**src/rtl/uart_transmitter.sv**
```systemverilog
// UART transmitter: start bit, 8 data bits MSB first, optional even parity, one stop bit.
// Define UART_TX_PARITY_EN to insert the even-parity bit after the data bits.
module uart_transmitter #(
  parameter int CLKS_PER_BIT = 16
) (
  input  logic       clk,
  input  logic       rst,
  input  logic [7:0] data_in,
  input  logic       data_valid,
  output logic       tx_ready,
  output logic       bit_out,
  output logic       busy,
  output logic       tx_done
);

  localparam int CNT_W = $clog2(CLKS_PER_BIT) + 1;
  localparam logic [CNT_W-1:0] CNT_LAST = CNT_W'(CLKS_PER_BIT - 1);

`ifdef UART_TX_PARITY_EN
  typedef enum logic [2:0] {IDLE, START, DATA, PARITY, STOP} state_t;
`else
  typedef enum logic [2:0] {IDLE, START, DATA, STOP} state_t;
`endif

  state_t           state;
  logic [7:0]       shift_reg;
  logic [2:0]       bit_idx;
  logic [CNT_W-1:0] baud_cnt;
  logic             bit_end;
`ifdef UART_TX_PARITY_EN
  logic             parity_bit;
`endif

  assign bit_end = (baud_cnt == CNT_LAST);

  // Outputs are registered alongside the state so each one changes on the same edge as the state it reflects.
  always_ff @(posedge clk or posedge rst) begin
    if (rst) begin
      state      <= IDLE;
      shift_reg  <= 8'h00;
      bit_idx    <= 3'd0;
      baud_cnt   <= '0;
      bit_out    <= 1'b1;
      tx_ready   <= 1'b1;
      busy       <= 1'b0;
      tx_done    <= 1'b0;
`ifdef UART_TX_PARITY_EN
      parity_bit <= 1'b0;
`endif
    end else begin
      tx_done <= 1'b0;
      case (state)
        IDLE: begin
          baud_cnt <= '0;
          bit_idx  <= 3'd0;
          if (data_valid && tx_ready) begin
            shift_reg  <= data_in;
`ifdef UART_TX_PARITY_EN
            parity_bit <= ^data_in;
`endif
            state      <= START;
            bit_out    <= 1'b0;
            tx_ready   <= 1'b0;
            busy       <= 1'b1;
          end
        end

        START: begin
          if (bit_end) begin
            baud_cnt <= '0;
            state    <= DATA;
            bit_out  <= shift_reg[7];
          end else begin
            baud_cnt <= baud_cnt + 1'b1;
          end
        end

        // The next line value is the bit that becomes MSB after this shift.
        DATA: begin
          if (bit_end) begin
            baud_cnt  <= '0;
            shift_reg <= {shift_reg[6:0], 1'b0};
            bit_idx   <= bit_idx + 3'd1;
            if (bit_idx == 3'd7) begin
`ifdef UART_TX_PARITY_EN
              state   <= PARITY;
              bit_out <= parity_bit;
`else
              state   <= STOP;
              bit_out <= 1'b1;
`endif
            end else begin
              bit_out <= shift_reg[6];
            end
          end else begin
            baud_cnt <= baud_cnt + 1'b1;
          end
        end

`ifdef UART_TX_PARITY_EN
        PARITY: begin
          if (bit_end) begin
            baud_cnt <= '0;
            state    <= STOP;
            bit_out  <= 1'b1;
          end else begin
            baud_cnt <= baud_cnt + 1'b1;
          end
        end
`endif

        STOP: begin
          if (bit_end) begin
            baud_cnt <= '0;
            state    <= IDLE;
            bit_out  <= 1'b1;
            tx_ready <= 1'b1;
            busy     <= 1'b0;
            tx_done  <= 1'b1;
          end else begin
            baud_cnt <= baud_cnt + 1'b1;
          end
        end

        default: begin
          state    <= IDLE;
          baud_cnt <= '0;
          bit_out  <= 1'b1;
          tx_ready <= 1'b1;
          busy     <= 1'b0;
        end
      endcase
    end
  end

endmodule

```
**config.mk**
```make
export PLATFORM = sky130hd
export DESIGN_NAME = uart_transmitter
export DESIGN_NICKNAME = d
export VERILOG_FILES = /design/src/rtl/uart_transmitter.sv
export SDC_FILE = /design/constraint.sdc
export NUM_CORES = 1
export LEC_CHECK = 0
export CAP_MARGIN = 0
export CORE_MARGIN = 2
export CORE_UTILIZATION = 25
export DETAILED_ROUTE_END_ITERATION = 6
export PLACE_DENSITY = 0.49
export REMOVE_ABC_BUFFERS = 1
export SYNTH_ARGS = -nofsm -noshare
export SYNTH_HDL_FRONTEND = slang
export SYNTH_SLANG_ARGS = --single-unit
```
**constraint.sdc**
```tcl
create_clock -name clk -period 2.85 [get_ports clk]
set_input_delay 0.7125 -clock clk [delete_from_list [all_inputs] [get_ports clk]]
set_output_delay 0.7125 -clock clk [all_outputs]
set_load 0.1 [all_outputs]
```
==> impl_metrics.ini <==
[sta]
rsz0062_at_grt = false
fin_crit_sh = 0.7444
tns_ns = 0
max_freq_mhz = 471.3
setup_viol = 0
finalCriticalPeriod_ns = 2.122
tightest_slew_ns = 0.5124
worst_hold_slack_ns = 0.4828
relSlewSlack = 0.6584
drv_slew = 0
finClkSkew_ns = 0.004340
hold_viol_final = 0

[layout]
largest_reg_flops = 8
insertedDiodeCount = 0
drive_above_1_share = 0.1318
final_core_util = 0.3138
nets = 149
syn2layout_area_growth_pct = 22.92

[synth]
avgSynthCellArea_sq_um = 10.53
synth_cell_type_count = 34
yosysSeqAreaShare = 0.4648
synth_edf_count = 0
ys_warn_count = 0
ys_ff_latch = 22
postSynth.asyncResetShare = 1.000
synthesis.area_sq_mm = 0.001190
ys.flop_type = dfrtp_1
synthCells = 113

[worst_setup_path]
crit_buf_inv = 1
worst-r2r-cell-count = 4
start_kind = primary input
crit_fanout = 8
cp_slowest_stage_delay_ns = 0.58
cp-end-kind = flop
path_cells = clkdlybuf4s50_1 -> nand2_1 -> a222oi_1 -> mux2_1
required_ns = 3.00
path_depth = 4
arrival_ns = 2.28
path_delay_family = buffers and inverters
crit_type = in2reg
cp_slowest_cell = clkdlybuf4s50_1

[place]
hpwl_um = 1928
gp_routability_congestion = 0.8070
place.port_buffers = 14

[die]
die_w_um = 72.99
dieHeight_um = 72.99
start_util = 0.2553
ioPinCount = 15
coreArea_sq_mm = 0.004661
num_rows = 25
die_area_sq_mm = 0.005328

[cts]
cts-root-buf = clkbuf_8
clk_pin_slew_ns = 0.08
clockBufferDepth = 2
cts_hold_buf = 0
cts_max_level = 1
post_cts_buffers = 0
cts_buffers = 3
ctsResizeCount = 0
cts_tree = yes
clock-sinks = 22
clk_latency_ns = 0.26

[drt]
post_drt_via_cell_ratio = 5.120
drt_iter0_drc = 53
drcViolationCount = 0
drtPass1Iterations = 4
finalWirelength_um = 2672
vias = 937
ant_nets = 0
wl_per_cell_um = 14.60

[job]
max_cap_viol_count = 0

[power]
p_leak_nw = 0.7073
finalPower_mw = 0.6274
vdd_ir_drop_max_mv = 0.1864
power.density_cell_area_mw_per_mm2 = 429.0

[outcome]
status = finished, final reports clean

[global_route]
grt_pass1_vias = 917
grt_max_degree = 24
grtUsageTotal = 0.1110
antenna_found_initial = 0
grt_pass1_wl_um = 4540
overflow = 0

[hold_path]
min_path_type = reg2reg
hold-path-cell-count = 1
-- where the power goes --
| group | internal, mW | leakage [nW] | switching [mW] | total [mW] |
|---|---|---|---|---|
| Combinational | 0.0131 | 0.391 | 0.00956 | 0.0226 |
| Clock | 0.188 | 0.0357 | 0.105 | 0.293 |
| Sequential | 0.312 | 0.280 | 0 | 0.312 |
-- cells in the mapped netlist (3+ instances only) --
| library cell | number | share of area |
|---|---|---|
| dfrtp_1 | 20 | 0.42 |
| ha_1 | 8 | 0.084 |
| inv_1 | 8 | 0.025 |
| nand2b_1 | 6 | 0.032 |
| a2bb2oi_1 | 5 | 0.037 |
| clkbuf_1 | 5 | 0.016 |
| nand2_1 | 5 | 0.016 |
| nor3_1 | 5 | 0.021 |
| o22ai_1 | 5 | 0.026 |
| a211oi_1 | 3 | 0.019 |
| a21oi_1 | 3 | 0.013 |
| nand3_1 | 3 | 0.013 |
| nor2_1 | 3 | 0.0095 |
| o21ai_0 | 3 | 0.013 |
-- kinds of logic (layout without fill, tap and decap cells) --
family	after synthesis	after routing	share of synthesized area
and+or+nand+nor	31	31	0.1472
DFF	22	22	0.4648
AOI/OAI and AO/OA	32	32	0.2050
muxes	4	4	0.03575
adders and majority gates	8	8	0.08413
buffers and inverters	13	29	0.04101
xor gates and xnor gates	3	3	0.02209
-- cell usage in the layout, fill, tap and decap left out, drive strengths merged, types with 2 or more instances in the layout --
| cell type | n |
|---|---|
| a21oi | 3 |
| a21o | 2 |
| nand2b | 6 |
| nand3 | 3 |
| a22oi | 2 |
| o211a | 2 |
| nor4 | 2 |
| o22ai | 5 |
| inv | 8 |
| ha | 8 |
| nand2 | 5 |
| a2111oi | 2 |
| a211oi | 3 |
| a2bb2oi | 5 |
| nor3 | 5 |
| o21ai | 3 |
| buf | 7 |
| a211o | 2 |
| dfstp | 2 |
| xnor2 | 2 |
| clkbuf | 3 |
| nor2 | 3 |
| dfrtp | 20 |
| and4b | 2 |
| clkdlybuf4s50 | 10 |
| and3 | 2 |
| mux2i | 2 |
| mux2 | 2 |
-- metrics by stage --
stage,setup WS (ns),instances,cell area [sq um]
after global routing,0.6152,183,1463
after floorplan,0.7331,108,1171
final,0.7284,183,1463
after CTS,0.7229,183,1463
after detailed placement,0.4271,179,1391
after global placement,0.4983,179,1391
-- layer usage --
layer	global-route usage	vias up	share of wire	wire [um]
met1	0.1509	460	0.50	1339
met4	0.04938	0	0.019	51
li1	-	458	-	-
met3	0.01657	4	0.019	51
met2	0.1742	15	0.46	1229
met5	0	-	0	0
-- final cells by class --
class	instances	area [sq um]
sequential	22	553.0
timing repair buffer	17	152.6
clock buffer	3	41.29
tap	54	67.56
fill	471	3198
multi-input combinational	78	588.1
clock inverter	1	30.03
inverter	8	30.03
-- final timing paths --
path / start / to / slack, ns
worst max-delay path: data_valid / state[1] / 0.73
max in group asynchronous: rst / tx_ready / 1.78
min in group asynchronous: rst / baud_cnt[2] / 0.78
worst min-delay path: baud_cnt[0] / baud_cnt[0] / 0.48
worst min register to register: baud_cnt[0] / baud_cnt[0] / 0.48
worst max register to register: state[0] / state[1] / 0.81
Power figures use the tool's default switching activity.
